**src/rtl/sort_unload.sv**
```systemverilog
// sort_unload
//
// Streams the K words of a sorted memory out over a valid/ready port once
// the sort controller raises done_in. Reads are issued only when the 2-entry
// output FIFO is guaranteed to have room when the data arrives, so a stalled
// consumer never causes data loss. One unload runs per rising done_in: the
// FSM parks in DONE until done_in falls.
//
// Optional feature: define SORT_UNLOAD_CHECK_EN to build an ascending-order
// checker that raises the sticky order_err flag. Without it order_err is 0.
//
// Parameters:
//   K   number of memory words to unload (K >= 2)
//   N   data word width
//   AW  memory address width
// Ports:
//   clk          rising-edge clock
//   rst          synchronous active-high reset
//   done_in      sort-complete level
//   mem_addr     registered read address
//   mem_re       read strobe, mem_rdata valid the following cycle
//   mem_rdata    memory read data
//   out_data     streamed word (FIFO head)
//   out_valid    out_data valid
//   out_ready    downstream accept
//   out_last     head is the word read from address K-1
//   busy         unload in progress (READ or DRAIN)
//   unload_done  one-cycle pulse after the final handshake
//   order_err    sticky order violation flag
module sort_unload #(
    parameter int K  = 8,
    parameter int N  = 8,
    parameter int AW = $clog2(K)
) (
    input  logic          clk,
    input  logic          rst,
    input  logic          done_in,
    output logic [AW-1:0] mem_addr,
    output logic          mem_re,
    input  logic [N-1:0]  mem_rdata,
    output logic [N-1:0]  out_data,
    output logic          out_valid,
    input  logic          out_ready,
    output logic          out_last,
    output logic          busy,
    output logic          unload_done,
    output logic          order_err
);

    typedef enum logic [1:0] {IDLE, READ, DRAIN, DONE} state_t;

    localparam logic [AW-1:0] LAST_ADDR = AW'(K - 1);

    state_t         state;
    logic [AW-1:0]  rd_addr;
    logic           rvalid;
    logic           rlast;
    logic [N-1:0]   buf_data [2];
    logic           buf_last [2];
    logic           wptr;
    logic           rptr;
    logic [1:0]     count;
    logic           push;
    logic           pop;
    logic [2:0]     committed;

    assign push      = rvalid;
    assign out_valid = (count != 2'd0);
    assign pop       = out_valid & out_ready;
    assign out_data  = buf_data[rptr];
    assign out_last  = buf_last[rptr] & out_valid;
    assign mem_addr  = rd_addr;
    assign busy      = (state == READ) || (state == DRAIN);

    // Slots that will be occupied once the read now in flight lands, after
    // this cycle's pop. A new read is only issued if one more slot is free
    // when it returns, which keeps full throughput with out_ready high.
    assign committed = {1'b0, count} + {2'b00, rvalid} - {2'b00, pop};
    assign mem_re    = (state == READ) && (committed < 3'd2);

    always_ff @(posedge clk) begin
        if (rst) begin
            state       <= IDLE;
            rd_addr     <= '0;
            rvalid      <= 1'b0;
            rlast       <= 1'b0;
            wptr        <= 1'b0;
            rptr        <= 1'b0;
            count       <= 2'd0;
            unload_done <= 1'b0;
            for (int i = 0; i < 2; i++) begin
                buf_data[i] <= '0;
                buf_last[i] <= 1'b0;
            end
        end else begin
            // read pipeline: data of a read issued now is pushed next cycle,
            // tagged with whether it came from the final address
            rvalid <= mem_re;
            rlast  <= mem_re && (rd_addr == LAST_ADDR);

            if (push) begin
                buf_data[wptr] <= mem_rdata;
                buf_last[wptr] <= rlast;
                wptr           <= ~wptr;
            end
            if (pop) begin
                rptr <= ~rptr;
            end
            count <= count + {1'b0, push} - {1'b0, pop};

            unload_done <= 1'b0;
            case (state)
                IDLE: begin
                    if (done_in) begin
                        state   <= READ;
                        rd_addr <= '0;
                    end
                end
                READ: begin
                    // the address stays at K-1 on the last read so mem_addr
                    // never leaves the memory range
                    if (mem_re) begin
                        if (rd_addr == LAST_ADDR) begin
                            state <= DRAIN;
                        end else begin
                            rd_addr <= rd_addr + 1'b1;
                        end
                    end
                end
                DRAIN: begin
                    if (pop && out_last) begin
                        state       <= DONE;
                        rd_addr     <= '0;
                        unload_done <= 1'b1;
                    end
                end
                DONE: begin
                    if (!done_in) begin
                        state <= IDLE;
                    end
                end
                default: state <= IDLE;
            endcase
        end
    end

`ifdef SORT_UNLOAD_CHECK_EN
    logic [N-1:0] prev_word;
    logic         have_prev;

    // compares each accepted word with the previously accepted one; the
    // first word of an unload has nothing to compare against
    always_ff @(posedge clk) begin
        if (rst) begin
            order_err <= 1'b0;
            prev_word <= '0;
            have_prev <= 1'b0;
        end else if (state == IDLE && done_in) begin
            order_err <= 1'b0;
            have_prev <= 1'b0;
        end else if (pop) begin
            if (have_prev && (out_data < prev_word)) begin
                order_err <= 1'b1;
            end
            prev_word <= out_data;
            have_prev <= 1'b1;
        end
    end
`else
    assign order_err = 1'b0;
`endif

endmodule

```
**config.mk**
```make
export PLATFORM = sky130hd
export DESIGN_NAME = sort_unload
export DESIGN_NICKNAME = d
export VERILOG_FILES = /design/src/rtl/sort_unload.sv
export SDC_FILE = /design/constraint.sdc
export NUM_CORES = 1
export LEC_CHECK = 0
export BUFFER_PORTS_ARGS = -buffer_cell sky130_fd_sc_hd__buf_2
export CAP_MARGIN = 20
export CORE_MARGIN = 4
export CORE_UTILIZATION = 40
export DETAILED_ROUTE_END_ITERATION = 10
export GPL_TIMING_DRIVEN = 0
export PLACE_DENSITY = 0.58
export SYNTH_ARGS = -nofsm -noshare
export SYNTH_HDL_FRONTEND = slang
export SYNTH_SLANG_ARGS = --single-unit
```
**constraint.sdc**
```tcl
create_clock -name clk -period 2.68 [get_ports clk]
set_clock_uncertainty 0.15 [all_clocks]
set_input_delay 0.134 -clock clk [delete_from_list [all_inputs] [get_ports clk]]
set_output_delay 0.134 -clock clk [all_outputs]
set_load 0.02 [all_outputs]
```
# Word-level counts from Yosys, hierarchy flattened
# Memories as Yosys holds them, arrays and structs flattened. A register that Yosys moved wholly into a read port is not among the register bits.
# Cells that the tools add are included.
totals:
  memories: 2
  out_inout_bits: 17
  inputBits: 12
  mem_bits_rw: 18
  ff_bits: 12
memory_table:
  columns: ["memory", "words", "width", "read_ports", "rd_clocked_by_memory_dff", "wr", "line_no", "text"]
  rows:
  - ["buf_data", 2, 8, 1, 1, 2, "58", "logic [N-1:0] buf_data [2];"]
  - ["buf_last", 2, 1, 1, 1, 2, "59", "logic buf_last [2];"]
op_classes:
  n_addsub: 5
  n_mux: 27
  bitwise_logic: 5
  n_eq_ne: 10
  n_reduce_logical: 12
  n_lt_le_gt_ge: 1
ops:
  columns: ["operator", "count"]
  rows:
  - ["2-to-1 mux 1 bit", 15]
  - ["2-to-1 mux 3 bit", 4]
  - ["2-to-1 mux 2 bit", 5]
  - ["AND reduction 5 bit", 2]
  - ["one-hot mux 3 bit (3 select lines)", 1]
  - ["2-to-1 mux 8 bit", 1]
  - ["!= test 2 bit (second input constant)", 4]
  - ["one-hot mux 2 bit (4 select lines)", 1]
  - ["OR reduction 8 bit", 1]
  - ["== test 2 bit (second input constant)", 2]
  - ["!= test 2 x 1 -> 1 bit (second input constant)", 2]
  - ["adder 2 x 1 -> 3 bit", 1]
  - ["adder 3 x 1 -> 3 bit (second input constant)", 1]
  - ["== test 3 bit (second input constant)", 1]
  - ["logical AND 1 bit", 3]
  - ["less-than comparator 3 x 2 -> 1 bit (second input constant)", 1]
  - ["inverter 1 bit", 3]
  - ["nonzero test 3 bit", 1]
  - ["subtractor 3 x 1 -> 3 bit", 1]
  - ["adder 2 x 1 -> 2 bit", 1]
  - ["AND 1 bit", 2]
  - ["== test 2 x 1 -> 1 bit (second input constant)", 1]
  - ["logical NOT 2 bit", 1]
  - ["nonzero test 2 bit", 1]
  - ["4 further kinds", 4]

# Logic depth before layout (Yosys ltp)
# Gate-level depths: netlist (run 1).
logic_depth:
  depth_word: 7
  ltp_mapped: 10
  ltp_nobuf: 10

# Worst setup path after synthesis (run 1)
# OpenSTA, ideal clock, no wires.
synth_timing:
  path_type: "register to register"
  from: "reg count[1]"
  to: "reg state[0]"
  setup_ps: 121
  slack_ps: 276
  path_stages_with_launch: 11
  t_arrival_ps: 2133
  cell_sequence: "dfxtp_1 > o21ai_1 > inv_1 > ha_1 > inv_1 > ha_1 > fa_1 > xnor2_1 > o21ai_1 > nand4_1 > mux2i_1"
synth_via:
  elab_chain_len: 7
  word_cells_on_any_way: 11
  classes_between: "add/sub: 2; order compare: 1; eq/ne: 2; bitwise: 2; reduce/logical: 4"
synth_rtl:
  columns: ["item", "line_no", "text"]
  rows:
  - ["start: declaration", "62", "logic [1:0] count;"]
  - ["start signal: assignment", "109", "count <= count + {1'b0, push} - {1'b0, pop};"]
  - ["nonzero test 2 bit (*)", "68", "assign out_valid = (count != 2'd0);"]
  - ["AND 1 bit (*)", "69", "assign pop = out_valid & out_ready;"]
  - ["via pop", "64", "logic pop;"]
  - ["subtractor 3 x 1 -> 3 bit", "78", "assign committed = {1'b0, count} + {2'b00, rvalid} - {2'b00, pop};"]
  - ["less-than comparator 3 x 2 -> 1 bit", "79", "assign mem_re = (state == READ) && (committed < 3'd2);"]
  - ["logical AND 1 bit", "79", null]
  - ["!= test 2 bit (no source line)", null, null]
  - ["AND reduction 5 bit (no source line) (*)", null, null]
  - ["end signal: assignment", "83", "state <= IDLE;"]
  - ["end signal: assignment", "115", "state <= READ;"]
  - ["end signal: assignment", "124", "state <= DRAIN;"]
  - ["end: declaration", "54", "state_t state;"]
# The timed path passes the listed nets; every way through them passes the cells marked *.
# A chain may end at the register's enable or synchronous reset.

# Worst setup path in the final report (run 1)
layout_timing:
  from: "reg count[0]"
  to: "out mem_re"
layout_via:
  elab_chain_len: 5
  word_cells_on_any_way: 6
  classes_between: "add/sub: 2; order compare: 1; bitwise: 1; reduce/logical: 2"
layout_rtl:
  columns: ["item", "line_no", "text"]
  rows:
  - ["nonzero test 2 bit", "68", null]
  - ["AND 1 bit", "69", null]
  - ["via pop", "64", null]
  - ["subtractor 3 x 1 -> 3 bit", "78", null]
  - ["via committed[1]", "65", "logic [2:0] committed;"]
  - ["less-than comparator 3 x 2 -> 1 bit", "79", null]
  - ["logical AND 1 bit", "79", null]
  - ["end: declaration", "39", "output logic mem_re,"]
# The timed path passes the listed nets, and every way through them passes these cells.

==> results of run 1 <==
final timing paths:
check,startpoint,endpoint,slack (ns),depth (start not counted)
worst max-delay path,count[0]$_SDFF_PP0_,mem_re,0.15,10
worst max register to register,count[0]$_SDFF_PP0_,mem_addr[1]$_SDFFE_PP0P_,0.30,10
worst min-delay path,rst,mem_addr[2]$_SDFFE_PP0P_,0.02,4
worst min register to register,mem_addr[1]$_SDFFE_PP0P_,mem_addr[1]$_SDFFE_PP0P_,0.35,2
metrics by stage:
step	cells	total power, mW
floorplan	127	1.125
global route	219	1.771
detailed placement	202	1.282
finish	219	1.637
global placement	202	1.272
CTS	216	1.629
layout make-up:
class                   instances  area (um^2)
multi-input cells              82        673.1
clock inverters                 2        7.507
inverters                      10        37.54
plain buffers                   4        22.52
well taps                      48        60.06
repair buffers                 36        222.7
flip-flops and latches         31        802.0
fillers                       338         1763
clock buffers                   6        72.57
critical path: cells and delay by family (launching register included):
family	cells	cell delay, ns
simple gates	2	0.15
buf+inv	4	0.30
fa+ha+maj	3	1.00
compound gates	1	0.19
flops	1	0.35
cells in the final DEF (no fill, tap or decap), drive strengths merged, types with 2 or more instances in the layout:
cell type | synthesis | routed
dlygate4sd3 | 0 | 8
and2 | 18 | 18
nor2b | 3 | 3
nor3 | 2 | 2
o21ai | 3 | 3
nand4 | 2 | 2
xnor2 | 2 | 2
mux2i | 6 | 6
dfxtp | 13 | 13
o21bai | 2 | 2
ha | 10 | 10
clkinv | 0 | 2
inv | 10 | 10
mux2 | 8 | 8
nor2 | 7 | 7
nand2 | 3 | 3
nand2b | 8 | 8
clkbuf | 1 | 7
buf | 3 | 31
edfxtp | 18 | 18
synth_stat cells:
| cell type | number |
|---|---|
| fa_1 | 1 |
| and2_1 | 18 |
| nand4_2 | 1 |
| mux2i_1 | 6 |
| o21ai_2 | 1 |
| a21oi_1 | 1 |
| clkbuf_1 | 1 |
| buf_1 | 1 |
| conb_1 | 1 |
| a22oi_1 | 1 |
| o21bai_1 | 2 |
| mux2_2 | 8 |
| nand4_1 | 1 |
| inv_1 | 10 |
| nor2_1 | 7 |
| or2_2 | 1 |
| nand2b_1 | 8 |
| edfxtp_1 | 18 |
| buf_4 | 2 |
| xnor2_1 | 2 |
| nor3_2 | 1 |
| nand2_1 | 3 |
| nor2b_1 | 3 |
| o21ai_1 | 2 |
| dfxtp_1 | 13 |
| nor3b_2 | 1 |
| ha_1 | 10 |
| xor2_1 | 1 |
| nor4b_1 | 1 |
| nor3_1 | 1 |
state kept, by name, indices dropped and copies added, names as in the netlist, named ones only:
register and count:
buf_data 16, buf_last 2, count 2, mem_addr 3, push 1, rlast 1
rptr 1, state 2, unload_done 1, wptr 1
layer usage:
layer / share of wire [%] / global-route usage (%)
met5: 0 / 0
met4: 2.4 / 7.158
met3: 4.7 / 4.203
met2: 51 / 19.39
met1: 42 / 12.77
report_power, final:
group	switching [mW]	internal (mW)	total [mW]
combinational	0.366	0.297	0.663
clock	0.151	0.176	0.327
sequential	0.0598	0.587	0.647
kinds of logic after synthesis:
family | share of synthesized area, %
flip-flops | 52.94
adder cells (fa/ha/maj) | 9.595
other | 0.2479
AO/OA/AOI/OAI | 3.060
XOR/XNOR | 1.737
buffers and inverters | 3.970
multiplexers | 9.926
AND/OR/NAND/NOR | 18.53
repair_timing:
item                       4_1_cts  5_1_grt
setup buffers                    0        1
pin swaps                        0        1
hold buffers                     6        2
setup endpoints to repair        1        6
gates resized for setup          1        4
hold endpoints to repair        11        3
==> impl_metrics.sql, run 1 <==
INSERT INTO impl_metrics (metric_group, metric, value, unit) VALUES
('final_layout', 'final_core_util', '51.85', '%'),
('sta', 'min_period_over_period', '94.56', '%'),
('place', 'detailed_place_hpwl', '1864', 'um'),
('critical_path', 'crit_arrival', '2.25', 'ns'),
('sta', 'fin_hold_viols', '0', ''),
('critical_path', 'worst_path_most_repeated_cell', 'inv_1', ''),
('grt', 'grt_pass1_wl', '4353', 'um'),
('critical_path', 'crit_slowest_cell', 'fa_2', ''),
('clock_tree', 'htree_num_levels', '2', ''),
('sta', 'rsz0062_at_grt', 'no', ''),
('synthesis', 'yosys_warnings', '0', ''),
('synthesis', 'post-synth-top-area-fraction', '35.73', '%'),
('grt', 'grt_max_degree', '11', ''),
('synthesis', 'yosys_register_bits', '31', ''),
('drt', 'drtIter0Drc', '34', ''),
('synthesis', 'synth.cell_area', '1513', 'um^2'),
('synthesis', 'share_of_the_yosys_chip_area_belonging_to_registers', '52.94', '%'),
('power_and_ir_drop', 'power.density_cell_area', '862.5', 'nW/um^2'),
('drt', 'detail_route.wl_per_cell', '11.81', 'um'),
('grt', 'globalRouteTotalUtil', '11.73', '%'),
('clock_tree', 'root_buffer', 'clkbuf_8', ''),
('synthesis', 'synth_fp_nets', '150', ''),
('clock_tree', 'numClockSinks', '31', ''),
('grt', 'gr-total-overflow', '0', ''),
('place', 'port-buffer-count', '27', ''),
('die', 'dieHeight', '69.50', 'um'),
('run_status', 'outcome', 'finished, final reports clean', ''),
('final_layout', 'final_nets', '193', ''),
('final_layout', 'n_antenna_cell', '0', ''),
('grt', 'antenna_found_initial', '0', ''),
('sta', 'fin_crit', '2.534', 'ns'),
('drt', 'drtAntennaViolNets', '0', ''),
('final_layout', 'final_layout_size_suffix_gt1_share', '30.41', '%'),
('die', 'die_width', '69.50', 'um'),
('critical_path', 'timing.critical_path.required', '2.40', 'ns'),
('critical_path', 'cp_cell_sequence', 'o21ai_4 -> inv_1 -> ha_1 -> inv_1 -> ha_1 -> fa_2 -> nor2_1 -> nand2_1 -> inv_1 -> buf_2', ''),
('critical_path', 'timing.critical_path.from_type', 'flop', ''),
('clock_tree', 'clk_pin_slew_worst_paths', '0.06', 'ns'),
('sta', 'timing_max_transition_violations_final', '0', ''),
('drt', 'totalWireLength', '2586', 'um'),
('critical_path', 'crit_path_end_kind', 'output port', ''),
('synthesis', 'post_synthesis_average_cell_area', '11.91', 'um^2'),
('place', 'dp_slack', '0.07239', 'ns'),
('sta', 'timing.final.ws_setup', '0.1458', 'ns'),
('final_layout', 'layout-area-overhead-vs-synth', '25.48', '%'),
('critical_path', 'timing.critical_path.fanout_max', '3', ''),
('synthesis', 'synth_cell_type_count', '30', ''),
('clock_tree', 'clock_insertion_delay_worst_skew', '0.27', 'ns'),
('die', 'die_area', '4830', 'um^2'),
('place', 'detailed_place.area', '1708', 'um^2'),
('drt', 'detail_route.first_pass.iterations', '4', ''),
('clock_tree', 'cts_tree', 'yes', ''),
('synthesis', 'synthesis.instances', '127', ''),
('sta', 'max-slew-margin-rel', '45.21', '%'),
('synthesis', 'synth_largest_area_cell', 'edfxtp_1', ''),
('drt', 'num_vias', '1008', ''),
('critical_path', 'timing.setup.critical_path_class', 'flop to output port', ''),
('die', 'rows', '22', ''),
('critical_path', 'critical_path.max_stage_delay', '0.55', 'ns'),
('worst_hold_path', 'timing.hold.worst.class', 'input pin to flop', ''),
('sta', 'worst_slew_pin_tran', '0.8202', 'ns'),
('drt', 'drc_errors', '0', ''),
('die', 'initial_utilization', '41.32', '%'),
('die', 'core', '3661', 'um^2'),
('clock_tree', 'cts_buffer_depth', '2', ''),
('power_and_ir_drop', 'leakage', '0.8374', 'nW'),
('clock_tree', 'cts_made_buffers', '5', ''),
('drt', 'routed_via_density', '4.603', ''),
('synthesis', 'top_cells_by_area_synth', 'edfxtp_1 36%, dfxtp_1 17%, ha_1 8.3%', ''),
('sta', 'fin_tns_setup', '0', 'ns'),
('sta', 'setup_viol', '0', ''),
('die', 'design.portCount', '29', ''),
('sta', 'fmaxAchievable', '394.6', 'MHz'),
('sta', 'fin_hold_ws', '0.01566', 'ns'),
('final_layout', 'design_area', '1898', 'um^2'),
('place', 'gp_routability_congestion', '0.7356', ''),
('grt', 'vias_in_the_first_global_route', '994', ''),
('power_and_ir_drop', 'irDropWorstVdd', '0.6094', 'mV'),
('flow_run', 'timing.max_cap.violations', '0', '');
Note: power is estimated with default switching activity, not from simulation.
==> run 2: changes to the inputs <==
--- a/config.mk
+++ b/config.mk
@@ -12,6 +12,7 @@
 export DETAILED_ROUTE_END_ITERATION = 10
 export GPL_TIMING_DRIVEN = 0
 export PLACE_DENSITY = 0.58
+export RECOVER_POWER = 25
 export SYNTH_ARGS = -nofsm -noshare
 export SYNTH_HDL_FRONTEND = slang
 export SYNTH_SLANG_ARGS = --single-unit
==> run 2 against run 1 <==
Against the previous run: via count shrank 1.6%; first-iteration DRC count shrank 50%; power barely moved; core utilization is 0.31 points lower; critical path depth did not move; combinational power hardly changed; count of clock-buffer cells in the layout unchanged; critical path type unchanged.
==> impl_metrics.sql, run 2 (synthesis gave the netlist of run 1 again) <==
INSERT INTO impl_metrics (metric_group, metric, value, unit) VALUES
('run_status', 'outcome', 'finished, final reports clean', ''),
('final_layout', 'layout.cells.most_common', 'buf_2', ''),
('power_and_ir_drop', 'power.share.clock', '20.1', '%'),
('drt', 'routedLengthMet1', '1143', 'um'),
('power_and_ir_drop', 'leakage', '0.8102', 'nW'),
('drt', 'wl_met3', '105', 'um'),
('place', 'dp_cells', '202', ''),
('die', 'design.portCount', '29', ''),
('clock_tree', 'clock_insertion_delay_worst_skew', '0.27', 'ns'),
('critical_path', 'timing.critical_path.required', '2.40', 'ns'),
('power_and_ir_drop', 'power_frac_comb', '40.4', '%'),
('final_layout', 'largest-register', 'buf_data', ''),
('critical_path', 'worstSetupStartpoint', 'count[0]$_SDFF_PP0_', ''),
('place', 'detailed_place_hpwl', '1864', 'um'),
('drt', 'detailroute.wirelength.met2', '1343', 'um'),
('grt', 'gr-total-overflow', '0', ''),
('final_layout', 'post_layout_nonfiller_instances', '219', ''),
('critical_path', 'timing.critical_path.fanout_max', '3', ''),
('die', 'die_area', '4830', 'um^2'),
('critical_path', 'timing.critical_path.from_type', 'flop', ''),
('worst_hold_path', 'timing.hold.worst.class', 'input pin to flop', ''),
('clock_tree', 'cts_buffer_depth', '2', ''),
('drt', 'num_vias', '992', ''),
('place', 'dp_slack', '0.07239', 'ns'),
('grt', 'grt_pass1_wl', '4353', 'um'),
('critical_path', 'crit_arrival', '2.25', 'ns'),
('sta', 'fin_hold_viols', '0', ''),
('sta', 'worst_slew_pin_tran', '0.8875', 'ns'),
('die', 'dieHeight', '69.50', 'um'),
('sta', 'rsz0062_at_grt', 'no', ''),
('flow_run', 'timing.max_cap.violations', '0', ''),
('clock_tree', 'clk_pin_slew_worst_paths', '0.06', 'ns'),
('sta', 'min_period_over_period', '94.58', '%'),
('final_layout', 'register_area', '802.0', 'um^2'),
('critical_path', 'cp_cell_sequence', 'o21ai_4 -> inv_1 -> ha_1 -> inv_1 -> ha_1 -> fa_2 -> nor2_1 -> nand2_1 -> inv_1 -> buf_2', ''),
('critical_path', 'worstReg2RegStart', 'count[0]$_SDFF_PP0_', ''),
('final_layout', 'final_nets', '193', ''),
('drt', 'totalWireLength', '2622', 'um'),
('drt', 'drtAntennaViolNets', '0', ''),
('sta', 'max-slew-margin-rel', '40.38', '%'),
('power_and_ir_drop', 'net_switching_power', '0.5784', 'mW'),
('power_and_ir_drop', 'irDropWorstVdd', '0.6099', 'mV'),
('final_layout', 'largest_reg_flops', '16', ''),
('sta', 'timing.final.ws_setup', '0.1453', 'ns'),
('power_and_ir_drop', 'p_seq_share', '39.5', '%'),
('drt', 'routed_via_density', '4.530', ''),
('critical_path', 'cell_depth_of_the_worst_flop_to_flop_path', '10', ''),
('drt', 'detail_route.first_pass.iterations', '4', ''),
('place', 'gp_routability_congestion', '0.7356', ''),
('sta', 'setup_viol', '0', ''),
('final_layout', 'layout_common_cells', '22 x buf_2, 18 x edfxtp_1, 12 x and2_1, 12 x dfxtp_1', ''),
('drt', 'top_layer_used', 'met4', ''),
('place', 'port-buffer-count', '27', ''),
('die', 'initial_utilization', '41.32', '%'),
('die', 'die_width', '69.50', 'um'),
('sta', 'fin_tns_setup', '0', 'ns'),
('drt', 'drc_errors', '0', ''),
('sta', 'fmaxAchievable', '394.5', 'MHz'),
('final_layout', 'multi_input_logic_area', '668.1', 'um^2'),
('clock_tree', 'root_buffer', 'clkbuf_8', ''),
('critical_path', 'crit_path_end', 'mem_re', ''),
('power_and_ir_drop', 'power.density_cell_area', '867.3', 'nW/um^2'),
('sta', 'timing_max_transition_violations_final', '0', ''),
('sta', 'fin_hold_ws', '0.03549', 'ns'),
('sta', 'fin_crit', '2.535', 'ns'),
('clock_tree', 'htree_num_levels', '2', ''),
('critical_path', 'crit_slowest_cell', 'fa_2', ''),
('clock_tree', 'cts_tree', 'yes', ''),
('critical_path', 'crit-reg2reg-capture', 'mem_addr[1]$_SDFFE_PP0P_', ''),
('die', 'rows', '22', ''),
('final_layout', 'num-fill-cells', '342', ''),
('critical_path', 'register_to_register_setup_slack', '0.30', 'ns'),
('critical_path', 'worst_path_most_repeated_cell', 'inv_1', ''),
('grt', 'globalRouteTotalUtil', '11.73', '%'),
('final_layout', 'layout-area-overhead-vs-synth', '24.73', '%'),
('critical_path', 'crit_path_end_kind', 'output port', ''),
('critical_path', 'critical_path.max_stage_delay', '0.55', 'ns'),
('grt', 'antenna_found_initial', '0', ''),
('grt', 'vias_in_the_first_global_route', '994', ''),
('clock_tree', 'numClockSinks', '31', ''),
('clock_tree', 'cts_made_buffers', '5', ''),
('grt', 'grt_max_degree', '11', ''),
('critical_path', 'timing.setup.critical_path_class', 'flop to output port', ''),
('drt', 'drtIter0Drc', '17', ''),
('power_and_ir_drop', 'sw_frac_of_total', '35.35', '%'),
('drt', 'detail_route.wl_per_cell', '11.97', 'um'),
('final_layout', 'n_antenna_cell', '0', ''),
('power_and_ir_drop', 'internal_power', '1.058', 'mW'),
('final_layout', 'final_layout_size_suffix_gt1_share', '26.90', '%'),
('die', 'core', '3661', 'um^2');
==> run 2: changes by cell type in the layout (fill, tap and decap cells not counted), sizes merged <==
cell and delta:
buf -6, clkbuf +6
==> run 2: worst max-delay path, delay by kind of cell, from the launching register on <==
kind | cells | cell delay [ns]
flip-flops | 1 | 0.35
adder cells (fa/ha/maj) | 3 | 1.00
buffers and inverters | 4 | 0.30
AO/OA/AOI/OAI | 1 | 0.19
AND/OR/NAND/NOR | 2 | 0.15
==> run 2: layout make-up <==
cell class	count	area share (%)
clock buffer	6	3.846
timing repair buffer	36	11.47
tap	48	3.183
clock inverter	2	0.3979
multi-input combinational	82	35.41
buffer	4	1.194
sequential	31	42.51
inverter	10	1.989
==> run 2: worst min-delay path by stage <==
stage | start | end | slack, ns | depth (start not counted)
2_1_floorplan | rst | mem_addr[2]$_SDFFE_PP0P_ | 0.18 | 3
3_3_place_gp | mem_rdata[6] | buf_data[1][6]$_SDFFCE_PN0P_ | 0.27 | 2
3_5_place_dp | mem_rdata[2] | buf_data[0][2]$_SDFFCE_PN0P_ | 0.28 | 2
4_1_cts | mem_rdata[1] | buf_data[1][1]$_SDFFCE_PN0P_ | 0.002 | 2
5_1_grt | rst | mem_addr[2]$_SDFFE_PP0P_ | 0.06 | 4
6_report | rst | mem_addr[2]$_SDFFE_PP0P_ | 0.04 | 4
==> run 2: stage by stage <==
stage	area [um^2]	util (%)	total power, mW
after floorplan	1513	-	1.125
after global placement	1708	46.65	1.272
after detailed placement	1708	46.65	1.282
after CTS	1852	50.58	1.629
after global routing	1887	51.54	1.767
final	1887	51.54	1.636
==> run 2: power by group through the flow <==
stage | combinational, mW | clock (mW) | sequential, mW
after floorplan | 0.483 | 0 | 0.642
after global placement | 0.629 | 0 | 0.643
after detailed placement | 0.633 | 0 | 0.649
after CTS | 0.646 | 0.341 | 0.641
after global routing | 0.736 | 0.373 | 0.658
final | 0.661 | 0.329 | 0.646
==> run 2: per-layer routing <==
layer,vias to the layer above,global-route usage [%]
met2,19,19.39
met4,0,7.158
met3,2,4.203
met5,-,0
li1,508,-
met1,463,12.77
==> run 2: repair_timing <==
| item | 4_1_cts | 5_1_grt |
|---|---|---|
| gates resized for setup | 1 | 4 |
| setup buffers | 0 | 1 |
| setup endpoints to repair | 1 | 6 |
| hold endpoints to repair | 11 | 3 |
| hold buffers | 6 | 2 |
| pin swaps | 0 | 1 |
==> run 3: changes to the inputs <==
--- a/config.mk
+++ b/config.mk
@@ -13,6 +13,7 @@
 export GPL_TIMING_DRIVEN = 0
 export PLACE_DENSITY = 0.58
 export RECOVER_POWER = 25
+export REMOVE_ABC_BUFFERS = 1
 export SYNTH_ARGS = -nofsm -noshare
 export SYNTH_HDL_FRONTEND = slang
 export SYNTH_SLANG_ARGS = --single-unit
==> run 3 against run 2 <==
Against the previous run: cell area down 1.2%; setup slack gained 0.030 ns; sequential cell count unchanged; largest power group is now registers; sequential power up 2%; power increased by 6.1%.
==> impl_metrics.sql, run 3 (synthesis gave the netlist of run 1 again) <==
INSERT INTO impl_metrics (metric_group, metric, value, unit) VALUES
('run_status', 'outcome', 'finished, final reports clean', ''),
('final_layout', 'n_antenna_cell', '0', ''),
('sta', 'setup_viol', '0', ''),
('final_layout', 'final_core_util', '50.92', '%'),
('final_layout', 'layout-area-overhead-vs-synth', '23.24', '%'),
('sta', 'fin_hold_viols', '0', ''),
('sta', 'max-slew-margin-rel', '41.75', '%'),
('die', 'initial_utilization', '41.32', '%'),
('place', 'gp_routability_congestion', '0.7473', ''),
('final_layout', 'largest-register', 'buf_data', ''),
('drt', 'drtIter0Drc', '47', ''),
('drt', 'totalWireLength', '2651', 'um'),
('power_and_ir_drop', 'leakage', '0.8027', 'nW'),
('place', 'port-buffer-count', '27', ''),
('sta', 'rsz0062_at_grt', 'no', ''),
('flow_run', 'timing.max_cap.violations', '0', ''),
('critical_path', 'timing.critical_path.from_type', 'flop', ''),
('final_layout', 'final_layout_size_suffix_gt1_share', '27.88', '%'),
('critical_path', 'timing.critical_path.required', '2.40', 'ns'),
('drt', 'drc_errors', '0', ''),
('sta', 'fin_hold_ws', '0.004187', 'ns'),
('critical_path', 'crit_arrival', '2.22', 'ns'),
('power_and_ir_drop', 'power.density_cell_area', '931.0', 'nW/um^2'),
('die', 'design.portCount', '29', ''),
('die', 'dieHeight', '69.50', 'um'),
('clock_tree', 'htree_num_levels', '2', ''),
('clock_tree', 'root_buffer', 'clkbuf_8', ''),
('sta', 'min_period_over_period', '93.44', '%'),
('place', 'dp_cells', '198', ''),
('critical_path', 'timing.setup.critical_path_class', 'flop to output port', ''),
('grt', 'globalRouteTotalUtil', '12.13', '%'),
('die', 'die_area', '4830', 'um^2'),
('grt', 'vias_in_the_first_global_route', '1043', ''),
('power_and_ir_drop', 'finalPower', '1.736', 'mW'),
('drt', 'drtAntennaViolNets', '0', ''),
('clock_tree', 'clock_insertion_delay_worst_skew', '0.28', 'ns'),
('drt', 'num_vias', '986', ''),
('place', 'detailed_place_hpwl', '1875', 'um'),
('sta', 'timing.final.ws_setup', '0.1757', 'ns'),
('final_layout', 'largest_reg_flops', '16', ''),
('grt', 'globalRoute.busiestLayer', 'met2', ''),
('final_layout', 'layout_common_cells', '22 x buf_2, 18 x edfxtp_1, 12 x and2_1, 12 x dfxtp_1', ''),
('sta', 'fmaxAchievable', '399.3', 'MHz'),
('clock_tree', 'numClockSinks', '31', ''),
('place', 'dp_slack', '0.05792', 'ns'),
('final_layout', 'post_layout_nonfiller_instances', '213', ''),
('clock_tree', 'cts_made_buffers', '5', ''),
('grt', 'antenna_found_initial', '0', ''),
('sta', 'timing_max_transition_violations_final', '0', ''),
('clock_tree', 'clk_pin_slew_worst_paths', '0.06', 'ns'),
('place', 'detailed_place.area', '1685', 'um^2'),
('critical_path', 'crit_path_end_kind', 'output port', ''),
('grt', 'grt_use_met3', '5.072', '%'),
('grt', 'met1_global_route_usage', '13.33', '%'),
('final_layout', 'final_nets', '187', ''),
('die', 'core', '3661', 'um^2'),
('grt', 'grt_max_degree', '21', ''),
('drt', 'detail_route.first_pass.iterations', '2', ''),
('power_and_ir_drop', 'irDropWorstVdd', '0.5107', 'mV'),
('sta', 'fin_tns_setup', '0', 'ns'),
('critical_path', 'timing.critical_path.fanout_max', '4', ''),
('grt', 'grtUsageMet2', '20.13', '%'),
('drt', 'detail_route.wl_per_cell', '12.45', 'um'),
('die', 'rows', '22', ''),
('grt', 'gr-total-overflow', '0', ''),
('drt', 'routed_via_density', '4.629', ''),
('final_layout', 'design_area', '1864', 'um^2'),
('sta', 'worst_slew_pin_tran', '0.8670', 'ns'),
('final_layout', 'layout.cells.most_common', 'buf_2', ''),
('die', 'die_width', '69.50', 'um'),
('grt', 'grt_pass1_wl', '4588', 'um'),
('worst_hold_path', 'timing.hold.worst.class', 'input pin to flop', ''),
('sta', 'fin_crit', '2.504', 'ns'),
('clock_tree', 'cts_buffer_depth', '2', ''),
('clock_tree', 'cts_tree', 'yes', '');
## run 3: what timing repair did
action / 4_1_cts / 5_1_grt
endpoints found under the hold margin: 10 / 0
endpoints found under the setup margin: 1 / 1
hold buffers: 6 / 0
setup buffers: 1 / 0
pin swaps: 1 / 0
resized for setup: 1 / 4
## run 3: final timing paths
kind | from | end | slack, ns | cells after the start
setup / recovery | count[1]$_SDFF_PP0_ | mem_re | 0.18 | 10
hold / removal | mem_rdata[2] | buf_data[1][2]$_SDFFCE_PN0P_ | 0.004 | 2
setup reg to reg | count[1]$_SDFF_PP0_ | state[0]$_SDFFE_PP0P_ | 0.32 | 10
hold reg to reg | rptr$_SDFFE_PP0P_ | rptr$_SDFFE_PP0P_ | 0.36 | 2
## run 3: critical path, stage by stage, from the launching register on
cell and delay [ns]:
dfxtp_2 0.35, o21ai_2 0.13, inv_1 0.06, ha_1 0.26, inv_1 0.04, ha_1 0.19
fa_2 0.55, nor2_1 0.05, nand2_1 0.10, inv_1 0.06, buf_4 0.15
## run 3: metal layers
layer	vias up	wire (um)
met1	461	1119
met3	5	148
met2	23	1327
met4	0	55
li1	497	-
met5	-	0
## run 3: final cells by class
cell class              instances  area (um^2)
multi-input cells              82        660.6
inverters                      10        37.54
repair buffers                 34        196.4
clock inverters                 3        38.79
well taps                      48        60.06
flip-flops and latches         31        802.0
clock buffers                   5        68.82
fillers                       346         1797
## run 3: power breakdown
part | leakage, nW | switching (mW) | internal [mW] | total (mW)
Clock | 0.0556 | 0.165 | 0.272 | 0.436
Combinational | 0.454 | 0.357 | 0.284 | 0.641
Sequential | 0.293 | 0.0715 | 0.587 | 0.659
Total | 0.803 | 0.593 | 1.14 | 1.74
